==> config.mk <==
export PLATFORM = sky130hd
export DESIGN_NAME = write_consume_register_flat
export DESIGN_NICKNAME = d
export VERILOG_FILES = /design/src/rtl/wcr_pkg.sv /design/src/rtl/write_consume_register_if.sv /design/src/rtl/wcr_fifo_core.sv /design/src/rtl/write_consume_register.sv /design/src/flat_wrapper.sv
export SDC_FILE = /design/constraint.sdc
export NUM_CORES = 1
export LEC_CHECK = 0
export BUFFER_PORTS_ARGS = -buffer_cell sky130_fd_sc_hd__buf_4
export CAP_MARGIN = 20
export CORE_MARGIN = 4
export CORE_UTILIZATION = 53
export DETAILED_ROUTE_END_ITERATION = 6
export PLACE_DENSITY = 0.84
export SYNTH_ARGS = -nofsm -noshare
export SYNTH_HDL_FRONTEND = slang
export SYNTH_SLANG_ARGS = --single-unit
export TNS_END_PERCENT = 100
==> constraint.sdc <==
create_clock -name Clock -period 6.91 [get_ports Clock]
set_input_delay 0.691 -clock Clock [delete_from_list [all_inputs] [get_ports Clock]]
set_output_delay 0.691 -clock Clock [all_outputs]
set_load 0.01 [all_outputs]
==> src/rtl/wcr_pkg.sv <==
// Shared definitions for the write/consume command register: status bit
// positions and the occupancy-counter width helper.
package wcr_pkg;

  localparam int unsigned STAT_EMPTY   = 0;
  localparam int unsigned STAT_FULL    = 1;
  localparam int unsigned STAT_OVF     = 2;
  localparam int unsigned STAT_CNT_LSB = 8;

  // Counter must hold 0..depth inclusive, hence one bit more than the pointer.
  function automatic int unsigned cntWidth(input int unsigned depth);
    return $clog2(depth) + 1;
  endfunction

endpackage

==> src/rtl/write_consume_register_if.sv <==
// Processor bus plus I/O valid/ready handshake of the write/consume register.
interface write_consume_register_if #(
  parameter int unsigned DATA_WIDTH = 32
);

  logic                  Sys_WrEn;
  logic                  Sys_RdEn;
  logic                  Sys_DataSelect;
  logic                  Sys_StatusSelect;
  logic [DATA_WIDTH-1:0] Sys_WrData;
  logic [DATA_WIDTH-1:0] Sys_RdData;
  logic [DATA_WIDTH-1:0] IO_Data;
  logic                  IO_Valid;
  logic                  IO_Ready;

  modport master (
    output Sys_WrEn, Sys_RdEn, Sys_DataSelect, Sys_StatusSelect, Sys_WrData, IO_Ready,
    input  Sys_RdData, IO_Data, IO_Valid
  );

  modport slave (
    input  Sys_WrEn, Sys_RdEn, Sys_DataSelect, Sys_StatusSelect, Sys_WrData, IO_Ready,
    output Sys_RdData, IO_Data, IO_Valid
  );

endinterface

==> src/rtl/wcr_fifo_core.sv <==
// Small power-of-two FIFO: storage, wrapping pointers and occupancy count.
module wcr_fifo_core
  import wcr_pkg::*;
#(
  parameter int unsigned DATA_WIDTH = 32,
  parameter int unsigned DEPTH      = 2
) (
  input  logic                        clk,
  input  logic                        rstN,
  input  logic                        push,
  input  logic                        pop,
  input  logic [DATA_WIDTH-1:0]       wrData,
  output logic [DATA_WIDTH-1:0]       headData_c,
  output logic [cntWidth(DEPTH)-1:0]  count,
  output logic                        full_c,
  output logic                        empty_c,
  output logic                        pushOk_c
);

  localparam int unsigned PTR_W = $clog2(DEPTH);
  localparam int unsigned CNT_W = cntWidth(DEPTH);

  logic [DATA_WIDTH-1:0] mem [DEPTH];
  logic [PTR_W-1:0]      wrPtr;
  logic [PTR_W-1:0]      rdPtr;
  logic                  popOk;

  assign full_c     = (count == CNT_W'(DEPTH));
  assign empty_c    = (count == '0);
  assign popOk      = pop & ~empty_c;
  // A full buffer still takes a write when the head leaves in the same cycle.
  assign pushOk_c   = push & (~full_c | popOk);
  assign headData_c = mem[rdPtr];

  // Storage is deliberately not reset; only accepted pushes outside reset write it.
  always_ff @(posedge clk) begin
    if (rstN && pushOk_c) begin
      mem[wrPtr] <= wrData;
    end
  end

  always_ff @(posedge clk) begin
    if (!rstN) begin
      wrPtr <= '0;
      rdPtr <= '0;
      count <= '0;
    end else begin
      if (pushOk_c) wrPtr <= wrPtr + PTR_W'(1);
      if (popOk)    rdPtr <= rdPtr + PTR_W'(1);
      case ({pushOk_c, popOk})
        2'b10:   count <= count + CNT_W'(1);
        2'b01:   count <= count - CNT_W'(1);
        default: count <= count;
      endcase
    end
  end

endmodule

==> src/rtl/write_consume_register.sv <==
// Processor-to-I/O command register with status word and sticky overflow.
// Optional drain interrupt output Irq enabled by defining WCR_DRAIN_IRQ_EN.
module write_consume_register
  import wcr_pkg::*;
#(
  parameter int unsigned          DATA_WIDTH = 32,
  parameter int unsigned          DEPTH      = 2,
  parameter logic [DATA_WIDTH-1:0] RESET_DATA = '0
) (
  input  logic                     Clock,
  input  logic                     Reset,
  write_consume_register_if.slave  bus
`ifdef WCR_DRAIN_IRQ_EN
  ,
  output logic                     Irq
`endif
);

  localparam int unsigned CNT_W = cntWidth(DEPTH);

  logic [DATA_WIDTH-1:0] headData_c;
  logic [CNT_W-1:0]      count;
  logic                  full_c;
  logic                  empty_c;
  logic                  pushOk_c;
  logic                  push;
  logic                  pop;
  logic                  valid_c;
  logic                  statusRd;
  logic                  overflow;
  logic [DATA_WIDTH-1:0] status_c;

  assign push     = bus.Sys_WrEn & bus.Sys_DataSelect;
  assign valid_c  = (count != '0);
  assign pop      = valid_c & bus.IO_Ready;
  assign statusRd = bus.Sys_RdEn & bus.Sys_StatusSelect;

  wcr_fifo_core #(
    .DATA_WIDTH (DATA_WIDTH),
    .DEPTH      (DEPTH)
  ) u_core (
    .clk        (Clock),
    .rstN       (Reset),
    .push       (push),
    .pop        (pop),
    .wrData     (bus.Sys_WrData),
    .headData_c (headData_c),
    .count      (count),
    .full_c     (full_c),
    .empty_c    (empty_c),
    .pushOk_c   (pushOk_c)
  );

  assign bus.IO_Valid = valid_c;
  assign bus.IO_Data  = valid_c ? headData_c : RESET_DATA;

  always_comb begin
    status_c                          = '0;
    status_c[STAT_EMPTY]              = empty_c;
    status_c[STAT_FULL]               = full_c;
    status_c[STAT_OVF]                = overflow;
    status_c[STAT_CNT_LSB +: CNT_W]   = count;
  end

  // Status select has priority; a data-select read is a non-popping peek.
  always_comb begin
    bus.Sys_RdData = '0;
    if (bus.Sys_StatusSelect)    bus.Sys_RdData = status_c;
    else if (bus.Sys_DataSelect) bus.Sys_RdData = bus.IO_Data;
  end

  // Sticky overflow: a dropped push outranks the clear-on-read.
  always_ff @(posedge Clock) begin
    if (!Reset)                  overflow <= 1'b0;
    else if (push && !pushOk_c)  overflow <= 1'b1;
    else if (statusRd)           overflow <= 1'b0;
  end

`ifdef WCR_DRAIN_IRQ_EN
  // One-cycle pulse after the last entry drains with no refill that cycle.
  always_ff @(posedge Clock) begin
    if (!Reset) Irq <= 1'b0;
    else        Irq <= pop & (count == CNT_W'(1)) & ~push;
  end
`endif

endmodule

==> src/flat_wrapper.sv <==
// flat-port wrapper written by rule: the top's interface ports become plain ports
module write_consume_register_flat import wcr_pkg::*;
#(
  parameter int unsigned          DATA_WIDTH = 32,
  parameter int unsigned          DEPTH      = 2,
  parameter logic [DATA_WIDTH-1:0] RESET_DATA = '0
)
  (Clock, Reset, bus_Sys_WrEn, bus_Sys_RdEn, bus_Sys_DataSelect, bus_Sys_StatusSelect, bus_Sys_WrData, bus_IO_Ready, bus_Sys_RdData, bus_IO_Data, bus_IO_Valid);
  write_consume_register_if #(.DATA_WIDTH(DATA_WIDTH)) bus_i ();
  input  logic Clock;
  input  logic Reset;
  input wire logic [$bits(bus_i.Sys_WrEn)-1:0] bus_Sys_WrEn;
  input wire logic [$bits(bus_i.Sys_RdEn)-1:0] bus_Sys_RdEn;
  input wire logic [$bits(bus_i.Sys_DataSelect)-1:0] bus_Sys_DataSelect;
  input wire logic [$bits(bus_i.Sys_StatusSelect)-1:0] bus_Sys_StatusSelect;
  input wire logic [$bits(bus_i.Sys_WrData)-1:0] bus_Sys_WrData;
  input wire logic [$bits(bus_i.IO_Ready)-1:0] bus_IO_Ready;
  output wire logic [$bits(bus_i.Sys_RdData)-1:0] bus_Sys_RdData;
  output wire logic [$bits(bus_i.IO_Data)-1:0] bus_IO_Data;
  output wire logic [$bits(bus_i.IO_Valid)-1:0] bus_IO_Valid;
  assign bus_i.Sys_WrEn = bus_Sys_WrEn;
  assign bus_i.Sys_RdEn = bus_Sys_RdEn;
  assign bus_i.Sys_DataSelect = bus_Sys_DataSelect;
  assign bus_i.Sys_StatusSelect = bus_Sys_StatusSelect;
  assign bus_i.Sys_WrData = bus_Sys_WrData;
  assign bus_i.IO_Ready = bus_IO_Ready;
  assign bus_Sys_RdData = bus_i.Sys_RdData;
  assign bus_IO_Data = bus_i.IO_Data;
  assign bus_IO_Valid = bus_i.IO_Valid;
  write_consume_register #(.DATA_WIDTH(DATA_WIDTH), .DEPTH(DEPTH), .RESET_DATA(RESET_DATA)) u_core (.Clock(Clock), .Reset(Reset), .bus(bus_i));
endmodule
==> results.py, run 1 <==
metrics = {
    "status": {
        "status": "finished clean",
    },
    "setup_path": {
        "path_max_fanout": 34,
        "cp.arrival_ns": 2.30,
        "slowest_stage": "nor2_4",
        "crit_type": "flip-flop to output port",
        "slowest_delay_ns": 0.63,
        "crit_chain": "nor2_4 > inv_1 > nand2_2 > nor2_1 > buf_4",
        "end_kind": "output port",
        "start_kind": "flip-flop",
        "r2r_cells": 6,
        "required_ns": 6.22,
    },
    "timing": {
        "fin_crit_ns": 2.99,
        "slew_headroom_pct": 33.3,
        "finalHoldViolCount": 0,
        "fin_worst_skew_ns": 0.00623,
        "setup_viol": 0,
        "fmax_mhz": 334,
        "worst_slew_pin_slew_ns": 1.00,
        "slew_violations": 0,
        "period_share_pct": 43.3,
        "tns_ns": 0,
        "rsz0062_at_grt": "false",
    },
    "logic_synthesis": {
        "synthMuxAreaShare_pct": 11.0,
        "yosysSeqAreaShare_pct": 70.0,
        "syn-instance-count": 204,
        "netlist_area_sq_um": 2920,
        "synth_compound_area_share_pct": 2.70,
        "ys_warn_count": 0,
        "synthAdderAreaFrac_pct": 0.429,
        "synth-xor-area-share_pct": 0.901,
        "yosys.area.top_type_share_pct": 65.9,
        "synth_simple_gate_area_share_pct": 11.3,
        "synth_top_cell_by_area": "edfxtp_1",
        "avgSynthCellArea_sq_um": 14.3,
        "synth_area_leaders": "edfxtp_1 (66%), mux2i_1 (11%), nor2_1 (7.7%), dfxtp_1 (4.1%), buf_6 (2.3%)",
        "syn_nets": 244,
        "synth_top_family_by_area": "simple AND/OR/NAND/NOR gates",
        "yosys_register_bits": 70,
        "synth_cell_types": 26,
    },
    "power_and_ir_drop": {
        "swShare_pct": 32.0,
        "power_frac_seq_pct": 41.7,
        "power_density_nw_per_um2": 328,
        "internal_power_mw": 0.866,
        "ir_drop_mv": 0.264,
        "p_leak_nw": 1.54,
        "clkPwrFrac_pct": 23.7,
        "p_switching_mw": 0.408,
        "power_frac_comb_pct": 34.6,
    },
    "floorplan": {
        "dieWidth_um": 82.2,
        "die_h_um": 82.2,
        "num_rows": 26,
        "coreArea_sq_um": 5200,
        "dieArea_sq_um": 6750,
        "start_util_pct": 56.0,
        "io_pins": 104,
    },
    "detailed_routing": {
        "vias": 1956,
        "dr.pass1.iters": 4,
        "ant_nets": 0,
        "routedWlPerCell_um": 15.8,
        "drc": 0,
        "avgViaCountPerCell": 5.09,
        "drt_iter0_drc": 116,
        "drt-total-wl_um": 6060,
    },
    "global_routing": {
        "overflow": 0,
        "antenna_found_initial": 0,
        "grt_pass1_vias": 2005,
        "grt_use_total_pct": 18.4,
        "grt_start_max_net_pins": 35,
        "grt_pass1_wl_um": 9110,
    },
    "cts": {
        "cts_setup_buffers": 0,
        "holdBufCountCts": 0,
        "cts_resized": 0,
        "cts.sinks": 70,
        "tritoncts": "built",
        "numCtsBuffers": 9,
        "cts_buffer_depth": 2,
        "htreeDepth": 3,
        "root_buffer": "clkbuf_8",
        "clkTransAtPathRegs_ns": 0.06,
        "clock_latency_ns": 0.34,
    },
    "min_path": {
        "hold-path-cell-count": 2,
        "hold_class": "flip-flop to flip-flop",
    },
    "flow_run": {
        "maxCapViolCount": 0,
    },
    "layout": {
        "drive_above_1_share_pct": 39.5,
        "final_common_cell": "buf_4",
        "areaGrowthSynthToFinish_pct": 33.3,
        "fin_util_pct": 74.7,
        "nets": 350,
        "final_cell_mix": "buf_4 (105), edfxtp_1 (64), nor2_1 (60), mux2i_1 (32), clkbuf_8 (9)",
        "diodes": 0,
    },
    "placed_design": {
        "portBuffers": 103,
        "gp_congestion": 0.781,
        "place_hpwl_um": 4080,
    },
}
cell type report:
class	instances	area (sq um)
Clock buffer	10	128
Clock inverter	5	51.3
Fill cell	349	1320
Inverter	4	15.0
Multi-Input combinational cell	120	776
Sequential cell	70	2040
Tap cell	70	87.6
Timing Repair Buffer	105	788
critical path, delay by kind of cell, from the launching register on:
| family | cells | cell delay (ns) |
|---|---|---|
| and+or+nand+nor | 3 | 1.22 |
| DFF | 1 | 0.41 |
| buffers and inverters | 2 | 0.33 |
power groups by stage:
stage          Combinational [mW]  Sequential, mW  Clock, mW
2_1_floorplan               0.296           0.499          0
3_3_place_gp                0.430           0.539          0
3_5_place_dp                0.442           0.541          0
4_1_cts                     0.445           0.532      0.308
5_1_grt                     0.479           0.535      0.328
6_report                    0.440           0.532      0.302
metal layers:
layer	vias up	GRT usage [%]	part of all wire, %
li1	939	-	-
met1	937	18.8	34
met2	66	33.7	55
met3	14	4.66	7.9
met4	0	10.6	2.7
met5	-	0	0
stage by stage:
stage               std cells  cell area [sq um]  hold slack [ns]  worst slack [ns]  total power [mW]
floorplan                 204               2920            0.452              3.84             0.796
global placement          369               3710            0.482              4.39             0.969
detailed placement        369               3710            0.492              4.28             0.983
CTS                       384               3890            0.510              3.91              1.28
global route              384               3890            0.521              3.73              1.34
finish                    384               3890            0.506              3.92              1.27
path summary, 6_finish.rpt:
check,from,end,slack [ns]
max,u_core.u_core.count[0],bus_Sys_RdData[24],3.92
min,u_core.u_core.wrPtr,u_core.u_core.wrPtr,0.51
max reg2reg,u_core.u_core.count[1],u_core.u_core.count[1],4.98
min reg2reg,u_core.u_core.wrPtr,u_core.u_core.wrPtr,0.51
sequential cells by signal (all words and copies together), names as in the netlist, named ones only:
signal and flops:
u_core.u_core.count 2, u_core.overflow 1, u_core.u_core.wrPtr 1, u_core.u_core.mem 64
u_core.u_core.rdPtr 1
Yosys cell counts:
| cell type | n |
|---|---|
| nor2b_1 | 1 |
| and2_1 | 3 |
| and2b_4 | 1 |
| inv_1 | 4 |
| nand2_2 | 1 |
| or3_1 | 1 |
| a22o_1 | 4 |
| a32o_1 | 1 |
| edfxtp_1 | 64 |
| nor2_4 | 1 |
| a21boi_1 | 1 |
| nor4b_2 | 1 |
| nand2_1 | 3 |
| buf_4 | 2 |
| o21bai_1 | 1 |
| a32oi_1 | 1 |
| buf_2 | 2 |
| buf_6 | 6 |
| o21ai_0 | 2 |
| nor2_1 | 60 |
| xnor2_1 | 3 |
| and3_1 | 1 |
| ha_1 | 1 |
| nor3b_2 | 1 |
| mux2i_1 | 32 |
| dfxtp_1 | 6 |
cell families after synthesis:
logic type                 count (synthesis)
DFF                                       70
AOI/OAI and AO/OA                         10
buffers and inverters                     14
and+or+nand+nor                           74
adders and majority gates                  1
xor gates and xnor gates                   3
muxes                                     32
No activity file was read; power rests on OpenSTA's default activity.
==> run 2, diff against run 1 <==
Settings changed: CORE_UTILIZATION 53 to 44, PLACE_DENSITY 0.84 to 0.75.
Clock period 6.91 ns to 2.6 ns, I/O delays scaled along.
==> results.py, run 2 (synthesized netlist as in run 1, its figures left out) <==
metrics = {
    "status": {
        "status": "finished clean",
    },
    "flow_run": {
        "maxCapViolCount": 0,
    },
    "global_routing": {
        "antenna_found_initial": 0,
        "grt_use_total_pct": 15.6,
        "grt_pass1_vias": 1909,
        "grt_pass1_wl_um": 9070,
        "overflow": 0,
        "grt_start_max_net_pins": 34,
    },
    "placed_design": {
        "pre_cts_slack_ns": 0.733,
        "place_hpwl_um": 4520,
        "portBuffers": 103,
        "dpl.cell_count": 379,
        "gp_congestion": 0.838,
        "dpl-instance-area_sq_um": 3750,
    },
    "detailed_routing": {
        "avgViaCountPerCell": 4.92,
        "vias": 1945,
        "drt_iter0_drc": 86,
        "ant_nets": 0,
        "routedWlPerCell_um": 15.9,
        "dr.pass1.iters": 4,
        "drt-total-wl_um": 6280,
        "drc": 0,
    },
    "power_and_ir_drop": {
        "power_density_nw_per_um2": 887,
        "p_total_mw": 3.51,
        "p_leak_nw": 1.57,
        "ir_drop_mv": 0.532,
    },
    "layout": {
        "nets": 353,
        "fin_area_sq_um": 3960,
        "drive_above_1_share_pct": 39.9,
        "layout.cells.non_filler": 395,
        "largest_register_ffs": 64,
        "reg_top3": "u_core.u_core.mem x64, u_core.u_core.count x2",
        "top_register": "u_core.u_core.mem",
        "areaGrowthSynthToFinish_pct": 35.7,
        "diodes": 0,
        "final_common_cell": "buf_4",
        "final_cell_mix": "buf_4 (107), edfxtp_1 (64), nor2_1 (60), mux2i_1 (32), clkbuf_8 (9)",
    },
    "floorplan": {
        "io_pins": 104,
        "start_util_pct": 45.7,
        "num_rows": 29,
        "dieWidth_um": 89.4,
        "dieArea_sq_um": 8000,
        "coreArea_sq_um": 6390,
        "die_h_um": 89.4,
    },
    "timing": {
        "period_share_pct": 82.7,
        "tns_ns": 0,
        "fin_worst_skew_ns": 0.00884,
        "finalHoldViolCount": 0,
        "fmax_mhz": 465,
        "worst_slew_pin_slew_ns": 0.530,
        "setup_viol": 0,
        "rsz0062_at_grt": "false",
        "slew_headroom_pct": 64.6,
        "fin_crit_ns": 2.15,
        "slew_violations": 0,
        "layout_setup_ws_ns": 0.450,
    },
    "min_path": {
        "hold_end": "u_core.u_core.mem[1][12]",
        "hold-path-cell-count": 1,
        "hold_class": "input pin to flip-flop",
        "min_from": "bus_Sys_WrData[12]",
    },
    "setup_path": {
        "cp_num_buf_inv": 2,
        "end_kind": "output port",
        "slowest_stage": "nand2_2",
        "crit_type": "flip-flop to output port",
        "crit_family": "simple AND/OR/NAND/NOR gates",
        "cp.arrival_ns": 1.89,
        "rrSetupSlack_ns": 0.72,
        "crit_chain": "nor2_4 > inv_1 > nand2_2 > nor2_1 > buf_4",
        "required_ns": 2.34,
        "start_kind": "flip-flop",
        "slowest_delay_ns": 0.42,
        "regToRegEndpoint": "u_core.u_core.count[1]",
        "crit_start": "u_core.u_core.count[1]",
        "r2r_start": "u_core.u_core.count[1]",
        "r2r_cells": 6,
        "path_max_fanout": 27,
    },
    "cts": {
        "clkTransAtPathRegs_ns": 0.07,
        "cts_resized": 0,
        "numCtsBuffers": 9,
        "cts_setup_buffers": 0,
        "htreeDepth": 3,
        "cts.sinks": 70,
        "clock_latency_ns": 0.34,
        "root_buffer": "clkbuf_8",
        "tritoncts": "built",
        "holdBufCountCts": 0,
        "cts_buffer_depth": 2,
    },
}
-- run 2: how the worst max path moves through the flow --
stage                          endpoint  slack, ns  cells past startpoint
2_1_floorplan   u_core.u_core.mem[0][0]       0.47                      2
3_3_place_gp     u_core.u_core.count[1]       0.82                      6
3_5_place_dp   u_core.u_core.mem[1][13]       0.73                      4
4_1_cts              bus_Sys_RdData[10]       0.41                      5
5_1_grt              bus_Sys_RdData[10]       0.26                      5
6_report             bus_Sys_RdData[10]       0.45                      5
-- run 2: final cells by class --
class / count / area [sq um]
fill: 507 / 2430
tap: 77 / 96.3
inverter: 4 / 15.0
clock buffer: 10 / 128
timing repair buffer: 108 / 823
multi-input combinational: 120 / 777
sequential: 70 / 2040
clock inverter: 6 / 76.3
-- run 2: power by group --
group	switching (mW)	internal (mW)
clock	0.373	0.529
combinational	0.647	0.605
sequential	0.0706	1.28
-- run 2: stage by stage --
stage | hold slack [ns] | utilization, %
3_5_place_dp | 0.447 | 58.8
5_1_grt | 0.0864 | 62.0
4_1_cts | 0.0865 | 62.0
3_3_place_gp | 0.446 | 58.8
6_report | 0.103 | 62.0
2_1_floorplan | 0.359 | -
-- run 2: layer usage --
| layer | track usage [%] | wire [um] | vias to the layer above |
|---|---|---|---|
| met5 | 0 | 0 | - |
| li1 | - | - | 945 |
| met3 | 3.78 | 352 | 10 |
| met1 | 15.1 | 2180 | 930 |
| met4 | 7.58 | 127 | 0 |
| met2 | 30.3 | 3610 | 60 |
